### config.mk
export PLATFORM = sky130hd
export DESIGN_NAME = load_store_unit
export DESIGN_NICKNAME = d
export VERILOG_FILES = /design/src/rtl/load_store_unit.sv
export SDC_FILE = /design/constraint.sdc
export NUM_CORES = 1
export LEC_CHECK = 0
export ABC_CLOCK_PERIOD_IN_PS = 2200
export CELL_PAD_IN_SITES_DETAIL_PLACEMENT = 2
export CELL_PAD_IN_SITES_GLOBAL_PLACEMENT = 2
export CORE_AREA = 10 10 138 234
export CTS_CLUSTER_DIAMETER = 150
export DETAILED_ROUTE_END_ITERATION = 6
export DIE_AREA = 0 0 148 244
export HOLD_SLACK_MARGIN = 0.05
export PLACE_DENSITY = 0.81
export RECOVER_POWER = 50
export SYNTH_ARGS = -nofsm -noshare
export SYNTH_HDL_FRONTEND = slang
export SYNTH_SLANG_ARGS = --single-unit
### constraint.sdc
create_clock -name clk -period 2.2 [get_ports clk]
set_input_delay 0.22 -clock clk [delete_from_list [all_inputs] [get_ports clk]]
set_output_delay 0.22 -clock clk [all_outputs]
set_load 0.1 [all_outputs]
### src/rtl/load_store_unit.sv
// Load/store sequencer: lane select, sign/zero extension, misalignment faults, and sub-word stores done as read-modify-write.
// Takes one request at a time. A response is held until accepted, and mem_we pulses for exactly one cycle per store.
module load_store_unit #(
  parameter int unsigned MEM_WAIT = 0
) (
  input  logic        clk,
  input  logic        reset,
  input  logic        req_valid,
  output logic        req_ready,
  input  logic        req_store,
  input  logic [2:0]  req_funct3,
  input  logic [31:0] req_addr,
  input  logic [31:0] req_wdata,
  output logic        rsp_valid,
  input  logic        rsp_ready,
  output logic [31:0] rsp_rdata,
  output logic        rsp_fault,
  output logic [31:0] mem_addr,
  output logic        mem_we,
  output logic [31:0] mem_wd,
  input  logic [31:0] mem_rd
);

  typedef enum logic [1:0] {IDLE, READ, WRITE, RESP} state_t;

  localparam logic [3:0] WAIT_INIT = 4'(MEM_WAIT);

  state_t      state_q, state_d;
  logic [31:0] addr_q, addr_d;
  logic [31:0] wdata_q, wdata_d;
  logic [31:0] word_q, word_d;
  logic [31:0] rdata_q, rdata_d;
  logic [2:0]  funct3_q, funct3_d;
  logic        store_q, store_d;
  logic        fault_q, fault_d;
  logic [3:0]  cnt_q, cnt_d;
  logic        req_fault;

  function automatic logic [31:0] load_extract(input logic [31:0] w, input logic [1:0] a,
                                               input logic [2:0] f3);
    logic [7:0]  b;
    logic [15:0] h;
    b = w[{a, 3'b000} +: 8];
    h = a[1] ? w[31:16] : w[15:0];
    case (f3)
      3'b000:  load_extract = {{24{b[7]}}, b};
      3'b001:  load_extract = {{16{h[15]}}, h};
      3'b100:  load_extract = {24'h0, b};
      3'b101:  load_extract = {16'h0, h};
      default: load_extract = w;
    endcase
  endfunction

  function automatic logic [31:0] store_merge(input logic [31:0] w, input logic [31:0] d,
                                              input logic [1:0] a, input logic [2:0] f3);
    logic [31:0] m;
    m = w;
    case (f3)
      3'b000:  m[{a, 3'b000} +: 8] = d[7:0];
      3'b001:  m[{a[1], 4'b0000} +: 16] = d[15:0];
      default: m = d;
    endcase
    store_merge = m;
  endfunction

  // Unsigned load encodings are illegal for stores; reserved encodings fault for both.
  always_comb begin
    req_fault = 1'b0;
    case (req_funct3)
      3'b000:         req_fault = 1'b0;
      3'b001:         req_fault = req_addr[0];
      3'b010:         req_fault = |req_addr[1:0];
      3'b100, 3'b101: req_fault = req_store | (req_funct3[0] & req_addr[0]);
      default:        req_fault = 1'b1;
    endcase
  end

  always_ff @(posedge clk) begin
    if (reset) begin
      state_q  <= IDLE;
      addr_q   <= '0;
      wdata_q  <= '0;
      word_q   <= '0;
      rdata_q  <= '0;
      funct3_q <= '0;
      store_q  <= 1'b0;
      fault_q  <= 1'b0;
      cnt_q    <= '0;
    end else begin
      state_q  <= state_d;
      addr_q   <= addr_d;
      wdata_q  <= wdata_d;
      word_q   <= word_d;
      rdata_q  <= rdata_d;
      funct3_q <= funct3_d;
      store_q  <= store_d;
      fault_q  <= fault_d;
      cnt_q    <= cnt_d;
    end
  end

  always_comb begin
    state_d  = state_q;
    addr_d   = addr_q;
    wdata_d  = wdata_q;
    word_d   = word_q;
    rdata_d  = rdata_q;
    funct3_d = funct3_q;
    store_d  = store_q;
    fault_d  = fault_q;
    cnt_d    = cnt_q;
    case (state_q)
      IDLE: begin
        if (req_valid) begin
          addr_d   = req_addr;
          wdata_d  = req_wdata;
          funct3_d = req_funct3;
          store_d  = req_store;
          fault_d  = req_fault;
          rdata_d  = '0;
          cnt_d    = '0;
          if (req_fault) begin
            state_d = RESP;
          end else if (req_store && (req_funct3 == 3'b010)) begin
            state_d = WRITE;
          end else begin
            state_d = READ;
            cnt_d   = WAIT_INIT;
          end
        end
      end
      READ: begin
        if (cnt_q != 4'd0) begin
          cnt_d = cnt_q - 4'd1;
        end else begin
          word_d = mem_rd;
          if (store_q) begin
            state_d = WRITE;
          end else begin
            rdata_d = load_extract(mem_rd, addr_q[1:0], funct3_q);
            state_d = RESP;
          end
        end
      end
      WRITE: state_d = RESP;
      RESP: begin
        if (rsp_ready) state_d = IDLE;
      end
      default: state_d = IDLE;
    endcase
  end

  always_comb begin
    req_ready = (state_q == IDLE);
    rsp_valid = (state_q == RESP);
    rsp_rdata = rdata_q;
    rsp_fault = fault_q;
    mem_we    = (state_q == WRITE) && !reset;
    mem_addr  = (state_q == IDLE) ? 32'h0 : {addr_q[31:2], 2'b00};
    mem_wd    = (state_q == WRITE) ? store_merge(word_q, wdata_q, addr_q[1:0], funct3_q) : 32'h0;
  end

endmodule

==> qor.csv <==
metric,value,unit
io_buffers,201,
ys_dominant_reg_cell,dfxtp_1,
worstSetupEndpointType,output port,
netlist_instances,828,
hold_ws,0.173,ns
drv_cap,0,
drt-total-wl,33900,µm
final-seq-area,2800,µm²
synth.distinct_cells,57,
grt_start_max_net_pins,74,
yosys_warnings,0,
cts_tree,done,
clock_sinks,139,
min_from,reset,
async_flop_share,0,%
rows,82,
critPathLaunchType,flip-flop,
drtPass1Iterations,6,
grt_overflow,0,
n_antenna_cell,0,
vias,7221,
fin_tns_setup,-9.29,ns
final_core_util,39.1,%
reg2reg_depth,7,
instances_no_fill,1433,
tightest_slew,1.18,ns
min_period,2.51,ns
violations,negative setup slack,
die_w,148,µm
clk_pin_slew_worst_paths,0.05,ns
max_slew_margin,21.4,%
layout_common_cells,"205 x nand2_1, 132 x dfxtp_1, 109 x a21oi_1",
cp_num_buf_inv,3,
finClkSkew,0.00743,ns
multi_input_area,4230,µm²
ctsHtreeMaxLevel,4,
synth_edf_count,0,
n_fill_cell,3161,
worstSetupPathType,flip-flop to output port,
antenna_found_initial,0,
insertion_delay,0.44,ns
reg2reg_slack,-0.10,ns
cp_max_fo,8,
r2r_start,cnt_q[0]$_SDFFE_PP0P_,
crit_top_cell,buf_12,
drive_gt1_share,29.6,%
crit_start,state_q[1]$_SDFFE_PP0P_,
cts_inserted_buffers,17,
cp_top_family,simple AND/OR/NAND/NOR gates,
slowest_stage,or3b_4,
hpwl,25200,µm
vias_per_cell,5.04,
coreArea,28500,µm²
fmax,399,MHz
period_share,114,%
clockPowerShare,19.3,%
peakVddDrop,661,µV
drt_iter0_drc,341,
grt_usage,17.9,%
cellPowerDensity,1200,nW/µm²
place_congestion,0.893,
slew_viol_final,0,
synth-seq-cells,139,
path_depth,7,
status,finished with violations,
fin_ws,-0.309,ns
initial_core_util,23.4,%
required,1.98,ns
leakagePower,4.13,nW
regToRegEndpoint,rsp_rdata[29]$_SDFFE_PP0P_,
ioPinCount,204,
crit_chain,ha_4 > or3b_4 > buf_6 > nor3_4 > buf_12 > a22o_4 > buf_12,
power,13.4,mW
pwr-share-seq,26.5,%
root_buffer,clkbuf_16,
switching_share,47.9,%
rsz0062_at_grt,true,
setup_viol,70,
p_switching,6.40,mW
final_antenna_net_count,0,
clock_path_buffers,2,
avgSynthCellArea,8.06,µm²
hold_class,primary input to flip-flop,
intPower,6.96,mW
ys_seq_area_share,41.7,%
endpoint,mem_wd[5],
hold_buffers,0,
die_height,244,µm
drc,0,
syn-cell-area,6670,µm²
crit_arrival,2.29,ns
dp.cells,1388,
final_common_cell,nand2_1,
design.die.area,36100,µm²
area_growth,67.1,%
grt_pass1_wl,49600,µm
grt_pass1_vias,8098,
combPwrFrac,54.2,%
cp_slowest_stage_delay,0.44,ns
wl_per_cell,23.6,µm
final_nets,1160,
finalHoldViolations,0,
-- worst reg2reg max path: cells and delay by family (launching register included) --
kind                       cells  cell delay (ns)
adders and majority gates      1             0.26
AOI/OAI and AO/OA              1             0.38
DFF                            1             0.34
buffers and inverters          2             0.36
and+or+nand+nor                3             0.84
-- sequential cells by signal, summed over array words and instances (netlist names), 2 cells and up --
name and flops:
addr_q 32, rsp_rdata 32, wdata_q 32, word_q 32
cnt_q 4, funct3_q 3, state_q 2
-- through the flow --
stage,area [µm²],worst slack [ns]
floorplan,7170,-0.110
global placement,10300,-0.110
detailed placement,10300,-0.172
CTS,11200,-0.371
global route,11100,-0.349
finish,11100,-0.309
-- kinds of logic (layout without fill, tap and decap cells) --
family	Yosys count	in the layout	share of synthesized area, %
other cells	1	2	0.0562
xor+xnor	2	2	0.263
simple gates	320	321	22.6
buf+inv	91	316	5.49
compound gates	243	243	24.5
fa+ha+maj	11	11	2.06
flops	139	139	41.7
mux	21	21	3.30
-- synthesized netlist by cell type, types with 8 or more instances --
library cell	number	area, µm²
clkbuf_1	54	203
a221o_1	27	270
nor2b_1	35	219
o21ai_0	17	85.1
a21oi_1	117	586
a22oi_1	13	97.6
o2bb2ai_1	11	96.3
nor2_1	18	67.6
or3_1	19	119
mux2_2	8	90.1
inv_1	21	78.8
nand2_1	206	773
a22o_1	22	193
mux2i_1	13	130
ha_1	11	138
dfxtp_1	139	2780
buf_2	8	40.0
-- how the worst min path moves through the flow --
stage	end	slack, ns	depth (start not counted)
2_1_floorplan	addr_q[1]$_SDFFE_PP0P_	0.35	2
3_3_place_gp	addr_q[18]$_SDFFE_PP0P_	0.44	2
3_5_place_dp	addr_q[19]$_SDFFE_PP0P_	0.45	2
4_1_cts	state_q[1]$_SDFFE_PP0P_	0.10	4
5_1_grt	state_q[1]$_SDFFE_PP0P_	0.18	4
6_report	state_q[1]$_SDFFE_PP0P_	0.17	4
-- area by class of cell --
type	count	area share, %
Multi-Input combinational cell	600	37.9
Tap cell	378	4.24
Clock buffer	26	4.39
Timing Repair Buffer	266	27.4
Inverter	21	0.797
Clock inverter	3	0.135
Sequential cell	139	25.1
-- power groups by stage --
| stage | Sequential, mW | Clock [mW] | Combinational, mW |
|---|---|---|---|
| 2_1_floorplan | 4.08 | 0 | 3.92 |
| 4_1_cts | 3.52 | 2.67 | 7.24 |
| 3_5_place_dp | 3.53 | 0 | 6.90 |
| 6_report | 3.54 | 2.58 | 7.25 |
| 3_3_place_gp | 3.50 | 0 | 6.76 |
| 5_1_grt | 3.59 | 2.78 | 7.68 |
-- routing by layer --
layer | track usage (%) | share of wire, % | up-vias
li1 | - | - | 3344
met1 | 16.3 | 34 | 3605
met2 | 34.6 | 57 | 207
met3 | 4.96 | 5.1 | 65
met4 | 9.51 | 4.4 | 0
met5 | 0 | 0 | -
-- what timing repair did --
item                                    CTS  global route
gates cloned                              1             1
pin swaps                                28            19
buffers inserted                         11             4
resized for setup                        65            15
endpoints found under the setup margin   70            60
Power figures use the tool's default switching activity.
